$ cat src/rtl/des_pkg.sv
// DES constant tables, the generic table-driven permutation and the
// elaboration-time key schedule shared by the datapath helper block.
package des_pkg;

    typedef enum logic [2:0] {PT_IP, PT_E, PT_P, PT_PC1, PT_PC2} perm_e;

    localparam int IP_T [64] = '{58,50,42,34,26,18,10,2,60,52,44,36,28,20,12,4,
                                 62,54,46,38,30,22,14,6,64,56,48,40,32,24,16,8,
                                 57,49,41,33,25,17,9,1,59,51,43,35,27,19,11,3,
                                 61,53,45,37,29,21,13,5,63,55,47,39,31,23,15,7};
    localparam int E_T [48] = '{32,1,2,3,4,5,4,5,6,7,8,9,8,9,10,11,12,13,12,13,14,15,16,17,
                                16,17,18,19,20,21,20,21,22,23,24,25,24,25,26,27,28,29,28,29,30,31,32,1};
    localparam int P_T [32] = '{16,7,20,21,29,12,28,17,1,15,23,26,5,18,31,10,
                                2,8,24,14,32,27,3,9,19,13,30,6,22,11,4,25};
    localparam int PC1_T [56] = '{57,49,41,33,25,17,9,1,58,50,42,34,26,18,10,2,59,51,43,35,27,19,11,3,60,52,44,36,
                                  63,55,47,39,31,23,15,7,62,54,46,38,30,22,14,6,61,53,45,37,29,21,13,5,28,20,12,4};
    localparam int PC2_T [48] = '{14,17,11,24,1,5,3,28,15,6,21,10,23,19,12,4,26,8,16,7,27,20,13,2,
                                  41,52,31,37,47,55,30,40,51,45,33,48,44,49,39,56,34,53,46,42,50,36,29,32};
    localparam int SHIFT_T [16] = '{1,1,2,2,2,2,2,2,1,2,2,2,2,2,2,1};

    // Each S-box row-major: entry index = {row(b1,b6), column(b2..b5)}.
    localparam int SBOX [8][64] = '{
        '{14,4,13,1,2,15,11,8,3,10,6,12,5,9,0,7, 0,15,7,4,14,2,13,1,10,6,12,11,9,5,3,8,
          4,1,14,8,13,6,2,11,15,12,9,7,3,10,5,0, 15,12,8,2,4,9,1,7,5,11,3,14,10,0,6,13},
        '{15,1,8,14,6,11,3,4,9,7,2,13,12,0,5,10, 3,13,4,7,15,2,8,14,12,0,1,10,6,9,11,5,
          0,14,7,11,10,4,13,1,5,8,12,6,9,3,2,15, 13,8,10,1,3,15,4,2,11,6,7,12,0,5,14,9},
        '{10,0,9,14,6,3,15,5,1,13,12,7,11,4,2,8, 13,7,0,9,3,4,6,10,2,8,5,14,12,11,15,1,
          13,6,4,9,8,15,3,0,11,1,2,12,5,10,14,7, 1,10,13,0,6,9,8,7,4,15,14,3,11,5,2,12},
        '{7,13,14,3,0,6,9,10,1,2,8,5,11,12,4,15, 13,8,11,5,6,15,0,3,4,7,2,12,1,10,14,9,
          10,6,9,0,12,11,7,13,15,1,3,14,5,2,8,4, 3,15,0,6,10,1,13,8,9,4,5,11,12,7,2,14},
        '{2,12,4,1,7,10,11,6,8,5,3,15,13,0,14,9, 14,11,2,12,4,7,13,1,5,0,15,10,3,9,8,6,
          4,2,1,11,10,13,7,8,15,9,12,5,6,3,0,14, 11,8,12,7,1,14,2,13,6,15,0,9,10,4,5,3},
        '{12,1,10,15,9,2,6,8,0,13,3,4,14,7,5,11, 10,15,4,2,7,12,9,5,6,1,13,14,0,11,3,8,
          9,14,15,5,2,8,12,3,7,0,4,10,1,13,11,6, 4,3,2,12,9,5,15,10,11,14,1,7,6,0,8,13},
        '{4,11,2,14,15,0,8,13,3,12,9,7,5,10,6,1, 13,0,11,7,4,9,1,10,14,3,5,12,2,15,8,6,
          1,4,11,13,12,3,7,14,10,15,6,8,0,5,9,2, 6,11,13,8,1,4,10,7,9,5,0,15,14,2,3,12},
        '{13,2,8,4,6,15,11,1,10,9,3,14,5,0,12,7, 1,15,13,8,10,3,7,4,12,5,6,11,0,14,9,2,
          7,11,4,1,9,12,14,2,0,6,10,13,15,3,5,8, 2,1,14,7,4,10,8,13,15,12,9,0,3,5,6,11}
    };

    function automatic int tbl_at(input perm_e sel, input int j);
        case (sel)
            PT_IP:   return IP_T[j-1];
            PT_E:    return E_T[j-1];
            PT_P:    return P_T[j-1];
            PT_PC1:  return PC1_T[j-1];
            PT_PC2:  return PC2_T[j-1];
            default: return 1;
        endcase
    endfunction

    // Operands are right-aligned in 64 bits; DES bit i of a W-bit value sits at index W-i.
    function automatic logic [63:0] permute(input logic [63:0] src, input int src_w,
                                            input int dst_w, input perm_e sel);
        logic [63:0] res;
        res = '0;
        for (int j = 1; j <= 64; j++) begin
            if (j <= dst_w) res[6'(dst_w - j)] = src[6'(src_w - tbl_at(sel, j))];
        end
        return res;
    endfunction

    // Returns K1..K16 packed with K(n+1) at bits [n*48 +: 48].
    function automatic logic [767:0] key_schedule(input logic [63:0] key);
        logic [63:0]  cd;
        logic [63:0]  k64;
        logic [27:0]  c;
        logic [27:0]  d;
        logic [767:0] ks;
        ks = '0;
        cd = permute(key, 64, 56, PT_PC1);
        c  = cd[55:28];
        d  = cd[27:0];
        for (int r = 0; r < 16; r++) begin
            for (int s = 0; s < SHIFT_T[r]; s++) begin
                c = {c[26:0], c[27]};
                d = {d[26:0], d[27]};
            end
            k64 = permute({8'h00, c, d}, 56, 48, PT_PC2);
            ks  = {k64[47:0], ks[767:48]};
        end
        return ks;
    endfunction

endpackage

$ cat src/rtl/des_f.sv
// Combinational DES round function f(R, K): expansion, key mix, S-boxes, P.
module des_f
    import des_pkg::*;
(
    input  logic [32:1] r_i,
    input  logic [48:1] k_i,
    output logic [32:1] f_o
);

    logic [63:0] e_w;
    logic [47:0] x_w;
    logic [31:0] s_w;
    logic [63:0] p_w;
    logic [5:0]  six;

    always_comb begin
        e_w = permute({32'h0, r_i}, 32, 48, PT_E);
        x_w = e_w[47:0] ^ k_i;
        s_w = '0;
        six = '0;
        // S1 consumes the leftmost six bits and ends up in the top nibble.
        for (int i = 0; i < 8; i++) begin
            six = 6'(x_w >> (42 - 6 * i));
            s_w = {s_w[27:0], 4'(SBOX[3'(i)][{six[5], six[0], six[4:1]}])};
        end
        p_w = permute({32'h0, s_w}, 32, 32, PT_P);
        f_o = p_w[31:0];
    end

endmodule

$ cat src/rtl/des_ip_ksel_f.sv
// Registered DES helper: initial permutation, fixed-key subkey select and
// round function, all presented one cycle after in_valid.
module des_ip_ksel_f
    import des_pkg::*;
#(
    parameter logic [63:0] KEY = 64'h133457799BBCDFF1
) (
    input  logic        clk,
    input  logic        rst,
    input  logic        in_valid,
    input  logic [64:1] msg,
    input  logic [5:1]  round_num,
    input  logic [32:1] r_in,
    output logic [64:1] ip_out,
    output logic [48:1] k_out,
    output logic [32:1] f_out,
    output logic        out_valid
);

    localparam logic [767:0] SUBKEYS = key_schedule(KEY);

    logic [63:0] ip_d;
    logic [47:0] k_d;
    logic [31:0] f_d;
    logic [63:0] ip_q;
    logic [47:0] k_q;
    logic [31:0] f_q;
    logic        vld_q;

    always_comb begin
        ip_d = permute(msg, 64, 64, PT_IP);
        k_d  = '0;
        // Rounds 16..31 have no subkey and deliberately select zero.
        if (!round_num[5]) begin
            for (int i = 0; i < 16; i++) begin
                if (round_num[4:1] == 4'(i)) k_d = SUBKEYS[i*48 +: 48];
            end
        end
    end

    des_f u_f (
        .r_i (r_in),
        .k_i (k_d),
        .f_o (f_d)
    );

    always_ff @(posedge clk) begin
        if (!rst) begin
            ip_q  <= '0;
            k_q   <= '0;
            f_q   <= '0;
            vld_q <= 1'b0;
        end else begin
            vld_q <= in_valid;
            if (in_valid) begin
                ip_q <= ip_d;
                k_q  <= k_d;
                f_q  <= f_d;
            end
        end
    end

    assign ip_out    = ip_q;
    assign k_out     = k_q;
    assign f_out     = f_q;
    assign out_valid = vld_q;

endmodule

$ cat config.mk
export PLATFORM = sky130hd
export DESIGN_NAME = des_ip_ksel_f
export DESIGN_NICKNAME = d
export VERILOG_FILES = /design/src/rtl/des_pkg.sv /design/src/rtl/des_f.sv /design/src/rtl/des_ip_ksel_f.sv
export SDC_FILE = /design/constraint.sdc
export NUM_CORES = 1
export LEC_CHECK = 0
export BUFFER_PORTS_ARGS = -buffer_cell sky130_fd_sc_hd__buf_2
export CAP_MARGIN = 10
export CORE_MARGIN = 2
export CORE_UTILIZATION = 36
export CTS_BUF_LIST = sky130_fd_sc_hd__clkbuf_8
export CTS_CLUSTER_DIAMETER = 100
export DETAILED_ROUTE_END_ITERATION = 16
export PLACE_DENSITY_LB_ADDON = 0.05
export SLEW_MARGIN = 20
export SYNTH_ARGS = -nofsm -noshare
export SYNTH_HDL_FRONTEND = slang
export SYNTH_SLANG_ARGS = --single-unit
export TNS_END_PERCENT = 20
$ cat constraint.sdc
create_clock -name clk -period 1.7 [get_ports clk]
set_input_delay 0.255 -clock clk [delete_from_list [all_inputs] [get_ports clk]]
set_output_delay 0.255 -clock clk [all_outputs]
set_load 0.02 [all_outputs]
==> impl_metrics.tcl <==
set metrics [dict create \
    start_kind "input port" \
    die_h_um 101 \
    cts_buffer_depth 2 \
    wire_per_inst_um 12.6 \
    place_congestion 0.803 \
    postCtsHoldBufs 0 \
    hold_depth 3 \
    grt_pass1_wl_um 11700 \
    routed_wl_um 7550 \
    ys.flop_type "dfxtp_1" \
    switching_share 0.337 \
    slew_violations 0 \
    place_inst 591 \
    die_w_um 101 \
    fin_cells 599 \
    placed_cell_area_um2 3610 \
    maxCapViolCount 0 \
    initialDrtViolationCount 66 \
    clkSlewWorstSetupHoldPaths_ns 0.10 \
    drive_gt1_frac 0.266 \
    min_to "ip_out[15]" \
    vdd_ir_drop_max_mv 0.328 \
    outcome "finished, final reports clean" \
    netlist.area_leader.share 0.285 \
    post-cts-setup-buffer-count 0 \
    max_freq_mhz 675 \
    finClkSkew_ns 0 \
    r2r_slack_ns 0.99 \
    yosysUniqueCellTypes 54 \
    critPathMaxFanout 5 \
    tns_ns 0 \
    comb_power_share 0.268 \
    tritoncts "done" \
    synth-seq-area-share 0.285 \
    avgSynthCellArea_um2 8.36 \
    reg2reg_from "k_out[20]" \
    grt_pass1_vias 2378 \
    ant_nets 0 \
    gr-total-overflow 0 \
    placementRows 35 \
    clkLatencyLatePin_ns 0.29 \
    ys_ff_latch 48 \
    clkPwrFrac 0.304 \
    cts-resized-gates 0 \
    seq_power_share 0.427 \
    hold_violations 0 \
    dieArea_um2 10100 \
    pin_count 249 \
    cp-end-kind "flop" \
    power_density_nw_per_um2 754 \
    via_count 2686 \
    cts-root-buf "clkbuf_8" \
    initial_core_util 0.368 \
    synth_area_leader_cell "dfxtp_1" \
    p_sw_mw 0.949 \
    min-delay-start "msg[12]" \
    leakagePower_nw 1.89 \
    r2r_end "k_out[20]" \
    cp.arrival_ns 1.66 \
    vias_per_cell 4.48 \
    cts_inserted_buffers 5 \
    worst_r2r_path_depth 2 \
    core_um2 9150 \
    async_flop_share 0 \
    h-tree-depth 2 \
    grt_max_degree 30 \
    grt_use_total 0.143 \
    io_buffers 85 \
    dp_hpwl_um 5750 \
    finalNetCount 601 \
    rsz0062_at_grt "no" \
    syn_to_final_growth_pct 10.7 \
    fin_crit_ns 1.48 \
    synth_area_um2 3370 \
    route.detailed.drc 0 \
    syn_inst 403 \
    synth_edf_count 0 \
    fin_crit_sh 0.872 \
    finalSetupViolCount 0 \
    clock-sinks 48 \
    power.internal_mw 1.86 \
    cp.required_ns 1.88 \
    drtPass1Iterations 4 \
    antenna_found_initial 0 \
    stdcell_area_um2 3730 \
    netlist_top_cells_area "dfxtp_1 (29%), buf_4 (22%), nor2_1 (5.7%)" \
    fillers 988 \
    synth_warnings 0 \
    crit_type "input port to flop" \
    n_antenna_cell 0 \
    hp-class "input port to flop" \
]
[flip-flops by register name, summed over array words and instances, names as in the netlist]
register   cells
out_valid      1
k_out         23
ip_out        16
f_out          8
[cell type report]
type                       instances  area (µm²)  area share
clock buffer                       5        68.8      0.0185
clock inverter                     3        46.3      0.0124
inverter                          17        63.8      0.0171
multi-input combinational        307        1840       0.493
sequential                        48         961       0.258
tap                              111         139      0.0372
timing repair buffer             108         611       0.164
[metal layers]
layer  up-vias  global-route usage  share of wire
met2        89               0.241           0.49
met3         6              0.0298          0.057
met4         0              0.0327          0.010
met1      1242               0.189           0.45
li1       1349                   -              -
met5         -                   0              0
[worst max-delay path, stage by stage]
cell	delay, ns
buf_2	0.09
inv_1	0.05
ha_1	0.38
inv_1	0.07
mux4_1	0.49
o211ai_1	0.22
o211ai_2	0.10
[how the worst max path moves through the flow]
stage / slack [ns] / endpoint / startpoint / depth (start not counted)
3_5_place_dp: -0.11 / f_out[23] / r_in[17] / 7
5_1_grt: 0.12 / f_out[23] / r_in[17] / 7
6_report: 0.22 / f_out[23] / r_in[17] / 7
4_1_cts: 0.22 / f_out[23] / r_in[17] / 7
3_3_place_gp: -0.13 / f_out[23] / r_in[17] / 7
2_1_floorplan: 0.1 / f_out[23] / r_in[18] / 6
[stage by stage]
stage | setup WS [ns] | utilization | hold WS, ns | total power [mW]
after detailed placement | -0.111 | 0.395 | 0.448 | 1.98
after global placement | -0.127 | 0.395 | 0.442 | 1.98
after global routing | 0.120 | 0.408 | 0.186 | 2.97
after floorplan | 0.0994 | - | 0.373 | 1.94
final | 0.218 | 0.408 | 0.185 | 2.81
after CTS | 0.218 | 0.408 | 0.172 | 2.86
[cell usage after synthesis (all sizes together), types with 8 or more instances]
library cell  count
o21ai             8
clkbuf            9
nand2            19
nor2             51
o211ai            9
ha               10
inv              15
nand2b            9
mux2i            17
buf             110
a21oi            18
dfxtp            48
[power groups by stage]
stage / logic, mW / registers [mW] / clock network (mW)
3_5_place_dp: 0.755 / 1.23 / 0
2_1_floorplan: 0.651 / 1.29 / 0
4_1_cts: 0.757 / 1.20 / 0.903
5_1_grt: 0.830 / 1.21 / 0.935
3_3_place_gp: 0.754 / 1.23 / 0
6_report: 0.754 / 1.20 / 0.856
[cells in the final DEF (no fill, tap or decap), types with 3 or more instances in the layout]
cell | synthesis | final
nor2_1 | 51 | 51
o22ai_1 | 3 | 3
conb_1 | 1 | 89
o211ai_2 | 3 | 3
o211ai_1 | 6 | 6
buf_4 | 97 | 22
mux4_2 | 5 | 5
clkbuf_8 | 0 | 5
o21ai_0 | 8 | 8
a2bb2oi_1 | 5 | 5
dfxtp_1 | 48 | 48
mux2i_1 | 17 | 17
nand2b_1 | 9 | 9
nand2_1 | 19 | 19
o311ai_0 | 3 | 3
nor2b_1 | 6 | 6
a21oi_1 | 18 | 18
a22oi_1 | 6 | 6
o2bb2ai_1 | 3 | 3
inv_1 | 14 | 14
and2_1 | 4 | 4
ha_1 | 10 | 10
nand3_1 | 4 | 4
nor3_1 | 4 | 4
buf_2 | 12 | 85
[cells by family after synthesis]
kind of cell               count (synthesis)  share of synthesized area
other                                      1                    0.00111
DFF                                       48                      0.285
and+or+nand+nor                          113                      0.164
adders and majority gates                 10                     0.0371
muxes                                     25                     0.0996
AOI/OAI and AO/OA                         69                      0.144
xor gates and xnor gates                   1                    0.00260
buffers and inverters                    136                      0.266
Note: power is estimated with default switching activity, not from simulation.
